### src/rtl/bus_slave_if_pkg.sv
// Shared bus definitions: active-low enable levels, transfer direction,
// word widths and the slave adapter state encodings.
package bus_slave_if_pkg;

    localparam logic ENABLE_  = 1'b0;
    localparam logic DISABLE_ = 1'b1;

    localparam logic READ  = 1'b0;
    localparam logic WRITE = 1'b1;

    localparam int WORD_ADDR_W = 30;
    localparam int WORD_DATA_W = 32;

    typedef enum logic [1:0] {
        BUS_SLV_STATE_IDLE = 2'h0,
        BUS_SLV_STATE_REQ  = 2'h1,
        BUS_SLV_STATE_RESP = 2'h2
    } bus_slv_state_e;

endpackage

### src/rtl/bus_slave_if.sv
// Slave end of the shared bus: captures a strobe for this slot, forwards it
// to the local device over req/ack and returns one ready cycle, with timeout.
//
// state | meaning
// IDLE  | waiting for a strobe addressed to this slot
// REQ   | dev_req held high, waiting for dev_ack or timeout
// RESP  | single cycle with bus_rdy_ low and read data driven
module bus_slave_if
    import bus_slave_if_pkg::*;
#(
    parameter int          ADDR_W   = WORD_ADDR_W,
    parameter int          DATA_W   = WORD_DATA_W,
    parameter int          TO_W     = 8,
    parameter int          TIMEOUT  = 16,
    parameter logic [31:0] ERR_DATA = 32'hDEAD_BEEF
) (
    input  logic              clk,
    input  logic              reset,
    input  logic              bus_cs_,
    input  logic              bus_as_,
    input  logic              bus_rw,
    input  logic [ADDR_W-1:0] bus_addr,
    input  logic [DATA_W-1:0] bus_wr_data,
    output logic              bus_rdy_,
    output logic [DATA_W-1:0] bus_rd_data,
    output logic              dev_req,
    output logic              dev_rw,
    output logic [ADDR_W-1:0] dev_addr,
    output logic [DATA_W-1:0] dev_wr_data,
    input  logic              dev_ack,
    input  logic [DATA_W-1:0] dev_rd_data,
    output logic              err_timeout,
    output logic              err_proto
);

    localparam logic [TO_W-1:0] TO_LAST = TO_W'(TIMEOUT - 1);

    bus_slv_state_e  state;
    logic [TO_W-1:0] count;
    logic            strobe;

    assign strobe = (bus_as_ == ENABLE_) && (bus_cs_ == ENABLE_);

    always_ff @(posedge clk) begin
        if (reset) begin
            state       <= BUS_SLV_STATE_IDLE;
            bus_rdy_    <= DISABLE_;
            bus_rd_data <= '0;
            dev_req     <= 1'b0;
            dev_rw      <= READ;
            dev_addr    <= '0;
            dev_wr_data <= '0;
            err_timeout <= 1'b0;
            err_proto   <= 1'b0;
            count       <= '0;
        end else begin
            err_timeout <= 1'b0;
            err_proto   <= 1'b0;
            case (state)
                BUS_SLV_STATE_IDLE: begin
                    if (strobe) begin
                        dev_rw      <= bus_rw;
                        dev_addr    <= bus_addr;
                        dev_wr_data <= bus_wr_data;
                        dev_req     <= 1'b1;
                        count       <= '0;
                        state       <= BUS_SLV_STATE_REQ;
                    end
                end
                BUS_SLV_STATE_REQ: begin
                    err_proto <= strobe;
                    // Ack is checked first so a late ack still returns real data.
                    if (dev_ack) begin
                        dev_req     <= 1'b0;
                        bus_rd_data <= (dev_rw == READ) ? dev_rd_data : '0;
                        bus_rdy_    <= ENABLE_;
                        state       <= BUS_SLV_STATE_RESP;
                    end else if (TIMEOUT != 0 && count == TO_LAST) begin
                        dev_req     <= 1'b0;
                        bus_rd_data <= (dev_rw == READ) ? DATA_W'(ERR_DATA) : '0;
                        bus_rdy_    <= ENABLE_;
                        err_timeout <= 1'b1;
                        state       <= BUS_SLV_STATE_RESP;
                    end else if (count != '1) begin
                        count <= count + 1'b1;
                    end
                end
                BUS_SLV_STATE_RESP: begin
                    err_proto   <= strobe;
                    bus_rdy_    <= DISABLE_;
                    bus_rd_data <= '0;
                    dev_rw      <= READ;
                    dev_addr    <= '0;
                    dev_wr_data <= '0;
                    state       <= BUS_SLV_STATE_IDLE;
                end
                default: begin
                    state    <= BUS_SLV_STATE_IDLE;
                    bus_rdy_ <= DISABLE_;
                    dev_req  <= 1'b0;
                end
            endcase
        end
    end

endmodule

### config.mk
export PLATFORM = sky130hd
export DESIGN_NAME = bus_slave_if
export DESIGN_NICKNAME = d
export VERILOG_FILES = /design/src/rtl/bus_slave_if_pkg.sv /design/src/rtl/bus_slave_if.sv
export SDC_FILE = /design/constraint.sdc
export NUM_CORES = 1
export LEC_CHECK = 0
export CAP_MARGIN = 15
export CORE_ASPECT_RATIO = 0.75
export CORE_MARGIN = 1.5
export CORE_UTILIZATION = 42
export CTS_CLUSTER_DIAMETER = 120
export CTS_CLUSTER_SIZE = 14
export DETAILED_ROUTE_END_ITERATION = 8
export PLACE_DENSITY = 0.8
export SLEW_MARGIN = 10
export SYNTH_ARGS = -nofsm -noshare
export SYNTH_HDL_FRONTEND = slang
export SYNTH_SLANG_ARGS = --single-unit
### constraint.sdc
create_clock -name clk -period 2.1 [get_ports clk]
set_input_delay 0.525 -clock clk [delete_from_list [all_inputs] [get_ports clk]]
set_output_delay 0.525 -clock clk [all_outputs]
set_load 0.02 [all_outputs]
==> out/metrics.csv, run 1 <==
metric;value;unit
min_period_over_period;92.0;%
synth_seq_cells;109;
layout.cells.non_filler;859;
skew;0.00776;ns
period_needed;1.93;ns
die-area;11300;µm²
final_cell_mix;197 x clkdlybuf4s50_1, 109 x dfxtp_1, 99 x nand2_1;
ir_worst_vdd;0.534;mV
worst_ep_required_time;2.38;ns
initial_utilization;43.4;%
antenna_found_initial;0;
rsz0062_at_grt;false;
die_h;92.3;µm
cts_tree;yes;
wl;13400;µm
async_reset_ff_share;0;%
die_w;122;µm
cts_hold_buf;0;
post_cts_resized;0;
syn_nets;634;
layout_commonest_cell;clkdlybuf4s50_1;
placed_area;6680;µm²
vias;4510;
synth-edff-count;0;
grt_pass1_vias;4284;
yosysWarnings;0;
htree_levels;3;
io_buffer_count;198;
drc_errors;0;
yosysUniqueCellTypes;43;
yosysTopAreaCellShare;48.9;%
antenna_cells;0;
cts_setup_buffers;0;
netlist_area;4460;µm²
gr-usage-all-layers;23.6;%
tightest_slew;0.429;ns
setup_viol;0;
dp_cells;843;
finalHoldViolCount;0;
p_leak;2.49;nW
fp-row-count;32;
postLayoutCoreUtil;67.7;%
place_congestion;0.821;
area_growth;56.2;%
synth_top_flop_cell;dfxtp_1;
power_switching;2.94;mW
final_area;6970;µm²
wl_per_cell;15.6;µm
max_clock_freq;517;MHz
critPathLaunchType;flip-flop;
antenna_left;0;
layout.nets;823;
synthTopCellsByArea;dfxtp_1 49%, nand2_1 8.3%, nand3_1 8.0%;
max_cap_violations;0;
clk_latency;0.35;ns
drv_slew;0;
combPwrFrac;44.5;%
hpwl;9800;µm
fin_tns_setup;0;ns
multiInputGateArea;2080;µm²
crit_arrival;2.21;ns
grt_overflow;0;
grt_pass1_wl;21300;µm
ctsRootBufferMaster;clkbuf_16;
ff2ff_setup_slack;0.17;ns
yosysSeqAreaShare;48.9;%
synth_area_leader_cell;dfxtp_1;
status;completed;
path_max_fanout;6;
syn_inst;529;
slew_headroom;71.4;%
grt_max_degree;44;
seq_area;2180;µm²
worstSetupPathType;reg2reg;
core;10300;µm²
p_int;5.04;mW
clkPwrFrac;20.7;%
clkSinkCount;109;
avgSynthCellArea;8.43;µm²
endpoint_kind;flip-flop;
ios;199;
numCtsBuffers;9;
hold_class;reg2reg;
viasPerCell;5.25;
cts_max_path_buffers;2;
drt_iter0_drc;260;
dr.pass1.iters;4;
clk_pin_slew;0.07;ns
pwr-share-seq;34.8;%
n_fill_cell;805;
powerDensity;1140;nW/µm²
switching_share;36.8;%
drive_above_1_share;7.05;%
power;7.98;mW
==> cells in the mapped netlist, drive strengths merged (5+ instances only) <==
cell and n:
nor3 5, buf 14, dfxtp 109, o2111ai 8, o21ai 41, clkbuf 31
o211ai 5, nand3 71, nor2 6, ha 5, nand2 99, inv 6
mux2i 25, a21oi 70
==> final timing paths <==
path / from / endpoint / cells after the start
worst min-delay path: dev_addr[19] / dev_addr[19] / 2
worst max-delay path: state[1] / count[2] / 6
worst max register to register: state[1] / count[2] / 6
worst min register to register: dev_addr[19] / dev_addr[19] / 2
==> sequential cells by signal, summed over array words and instances, names as in the netlist, 2 cells and up <==
signal       flops
count            8
dev_addr        30
bus_rd_data     32
dev_wr_data     32
state            2
==> metal layers <==
metal | up-vias | GRT usage, % | routed length, µm
met3 | 23 | 4.85 | 707
met1 | 2120 | 31.2 | 5990
li1 | 2237 | - | -
met5 | - | 0 | 0
met4 | 0 | 6.86 | 248
met2 | 130 | 39.0 | 6490
==> worst max-delay path, cell delays in order, from the launching register on <==
cell	delay [ns]
dfxtp_1	0.32
inv_1	0.10
ha_1	0.29
nor2b_1	0.34
o32ai_4	0.15
or4b_1	0.52
a21oi_1	0.15
==> layout make-up <==
class	count	share of cell area (%)
inverter	6	0.323
sequential	109	31.3
clock buffer	10	3.43
timing repair buffer	223	32.0
clock inverter	6	0.736
tap	136	2.44
multi-input combinational	369	29.8
==> kinds of logic (layout without fill, tap and decap cells) <==
group	after synthesis	after routing	synth area share, %
buffers and inverters	51	245	5.05
adder cells (fa/ha/maj)	5	5	1.40
multiplexers	25	25	5.61
AO/OA/AOI/OAI	138	138	17.9
AND/OR/NAND/NOR	201	201	21.1
flip-flops	109	109	48.9
==> power by group through the flow <==
stage / clock (mW) / combinational (mW) / sequential [mW]
floorplan: 0 / 1.36 / 3.36
global placement: 0 / 3.48 / 2.79
detailed placement: 0 / 3.56 / 2.82
CTS: 1.68 / 3.57 / 2.78
global route: 1.77 / 3.83 / 2.83
finish: 1.65 / 3.55 / 2.78
==> metrics by stage <==
stage          hold slack, ns  setup WS [ns]
5_1_grt                 0.468         0.0574
2_1_floorplan           0.480          0.307
3_5_place_dp            0.444         -0.141
3_3_place_gp            0.438        -0.0845
4_1_cts                 0.454          0.177
6_report                0.451          0.167
Power figures use the tool's default switching activity.
==> run 2, diff against run 1 <==
Settings changed: ABC_CLOCK_PERIOD_IN_PS set to 2100.
==> results of run 2 <==
No change in the layout: final DEF, timing and power equal those of run 1.
==> run 3, diff against run 2 <==
Settings changed: CORE_ASPECT_RATIO 0.75 to not set, CORE_UTILIZATION 42 to 40, PLACE_DENSITY 0.8 to 0.77.
==> out/metrics.csv, run 3 (synthesis results as in run 1) <==
metric;value;unit
status;completed;
viasPerCell;5.24;
die_w;109;µm
r2r-end;bus_rd_data[4];
io_buffer_count;198;
drv_slew;0;
min_period_over_period;91.5;%
crit_arrival;1.40;ns
cp_cell_sequence;clkdlybuf4s50_1;
min_to;dev_wr_data[10];
clkSinkCount;109;
cpMaxStageDelayCell;clkdlybuf4s50_1;
p_leak;2.43;nW
rr_worst_depth;8;
critPathLaunchType;flip-flop;
power;7.40;mW
slew_headroom;72.2;%
rsz0062_at_grt;false;
seq_area;2180;µm²
wl_per_cell;15.4;µm
layout_commonest_cell;clkdlybuf4s50_1;
path_max_fanout;3;
vias;4521;
ff2ff_setup_slack;0.21;ns
dr.pass1.iters;5;
crit_family;buffers and inverters;
setup_viol;0;
drt_iter0_drc;287;
final_cell_mix;197 x clkdlybuf4s50_1, 109 x dfxtp_1, 99 x nand2_1;
hold_path_depth;2;
reg_top3;bus_rd_data: 32 flops, dev_wr_data: 32 flops, dev_addr: 30 flops;
cts_tree;yes;
ctsRootBufferMaster;clkbuf_8;
placed_area;6690;µm²
final_area;6850;µm²
crit_buf_inv;1;
powerDensity;1080;nW/µm²
layout.nets;823;
antenna_cells;0;
max_cap_violations;0;
postLayoutCoreUtil;63.2;%
drc_errors;0;
antenna_left;0;
area_growth;53.6;%
fp-row-count;38;
finalHoldViolCount;0;
ir_worst_vdd;0.622;mV
grt_pass1_vias;4406;
cts_max_path_buffers;2;
wl;13300;µm
ios;199;
max_clock_freq;520;MHz
core;10800;µm²
hold_start;dev_wr_data[10];
skew;0.0132;ns
worstReg2RegStart;state[1];
numCtsBuffers;9;
n_fill_cell;914;
clk_latency;0.37;ns
worstSetupPathType;reg2out;
initial_utilization;41.2;%
dpl_worst_slack;-0.118;ns
cts_setup_buffers;0;
hpwl;9410;µm
endpoint_kind;primary output;
die_h;109;µm
drive_above_1_share;6.93;%
clk_pin_slew;0.10;ns
multiInputGateArea;2080;µm²
worst_ep_required_time;1.57;ns
die-area;11800;µm²
place_congestion;0.846;
htree_levels;3;
fin_ws;0.178;ns
period_needed;1.92;ns
gr-usage-all-layers;22.4;%
hold_class;reg2reg;
antenna_found_initial;0;
grt_pass1_wl;20900;µm
max_stage_delay;0.65;ns
grt_overflow;0;
tightest_slew;0.413;ns
grt_max_degree;64;
[run 3: area by class of cell]
type	count	area share, %
clock buffer	10	1.86
inverter	6	0.329
tap	140	2.56
timing repair buffer	223	32.5
clock inverter	5	0.548
sequential	109	31.8
multi-input combinational	369	30.4
[run 3: how the worst max path moves through the flow]
stage              from             end  slack (ns)  cells past startpoint
2_1_floorplan  state[0]        count[2]        0.31                      7
3_3_place_gp    bus_cs_    dev_addr[27]       -0.04                      7
3_5_place_dp    bus_cs_  dev_wr_data[7]       -0.12                      7
4_1_cts          dev_rw          dev_rw        0.16                      1
5_1_grt        state[1]  bus_rd_data[4]        0.01                      8
6_report         dev_rw          dev_rw        0.18                      1
[run 3: what timing repair did]
item / in CTS / in global routing
resized for setup: 0 / 1
endpoints found under the setup margin: 0 / 1
hold buffers: 0 / 0
[run 3: through the flow]
stage	instances	hold slack, ns	setup TNS [ns]
after global routing	862	0.472	0
after CTS	862	0.458	0
after global placement	847	0.436	-1.61
final	862	0.453	0
after detailed placement	847	0.443	-4.47
after floorplan	529	0.480	0
[run 3: where the power goes]
| group | switching [mW] | internal, mW |
|---|---|---|
| clock | 0.703 | 0.430 |
| combinational | 1.89 | 1.60 |
| sequential | 0.238 | 2.53 |
[run 3: routing by layer]
metal	global-route usage (%)	routed length [µm]	vias up
met4	9.21	330	0
met1	26.7	5500	2099
met5	0	0	-
met2	37.1	6310	170
met3	7.53	1150	23
li1	-	-	2229
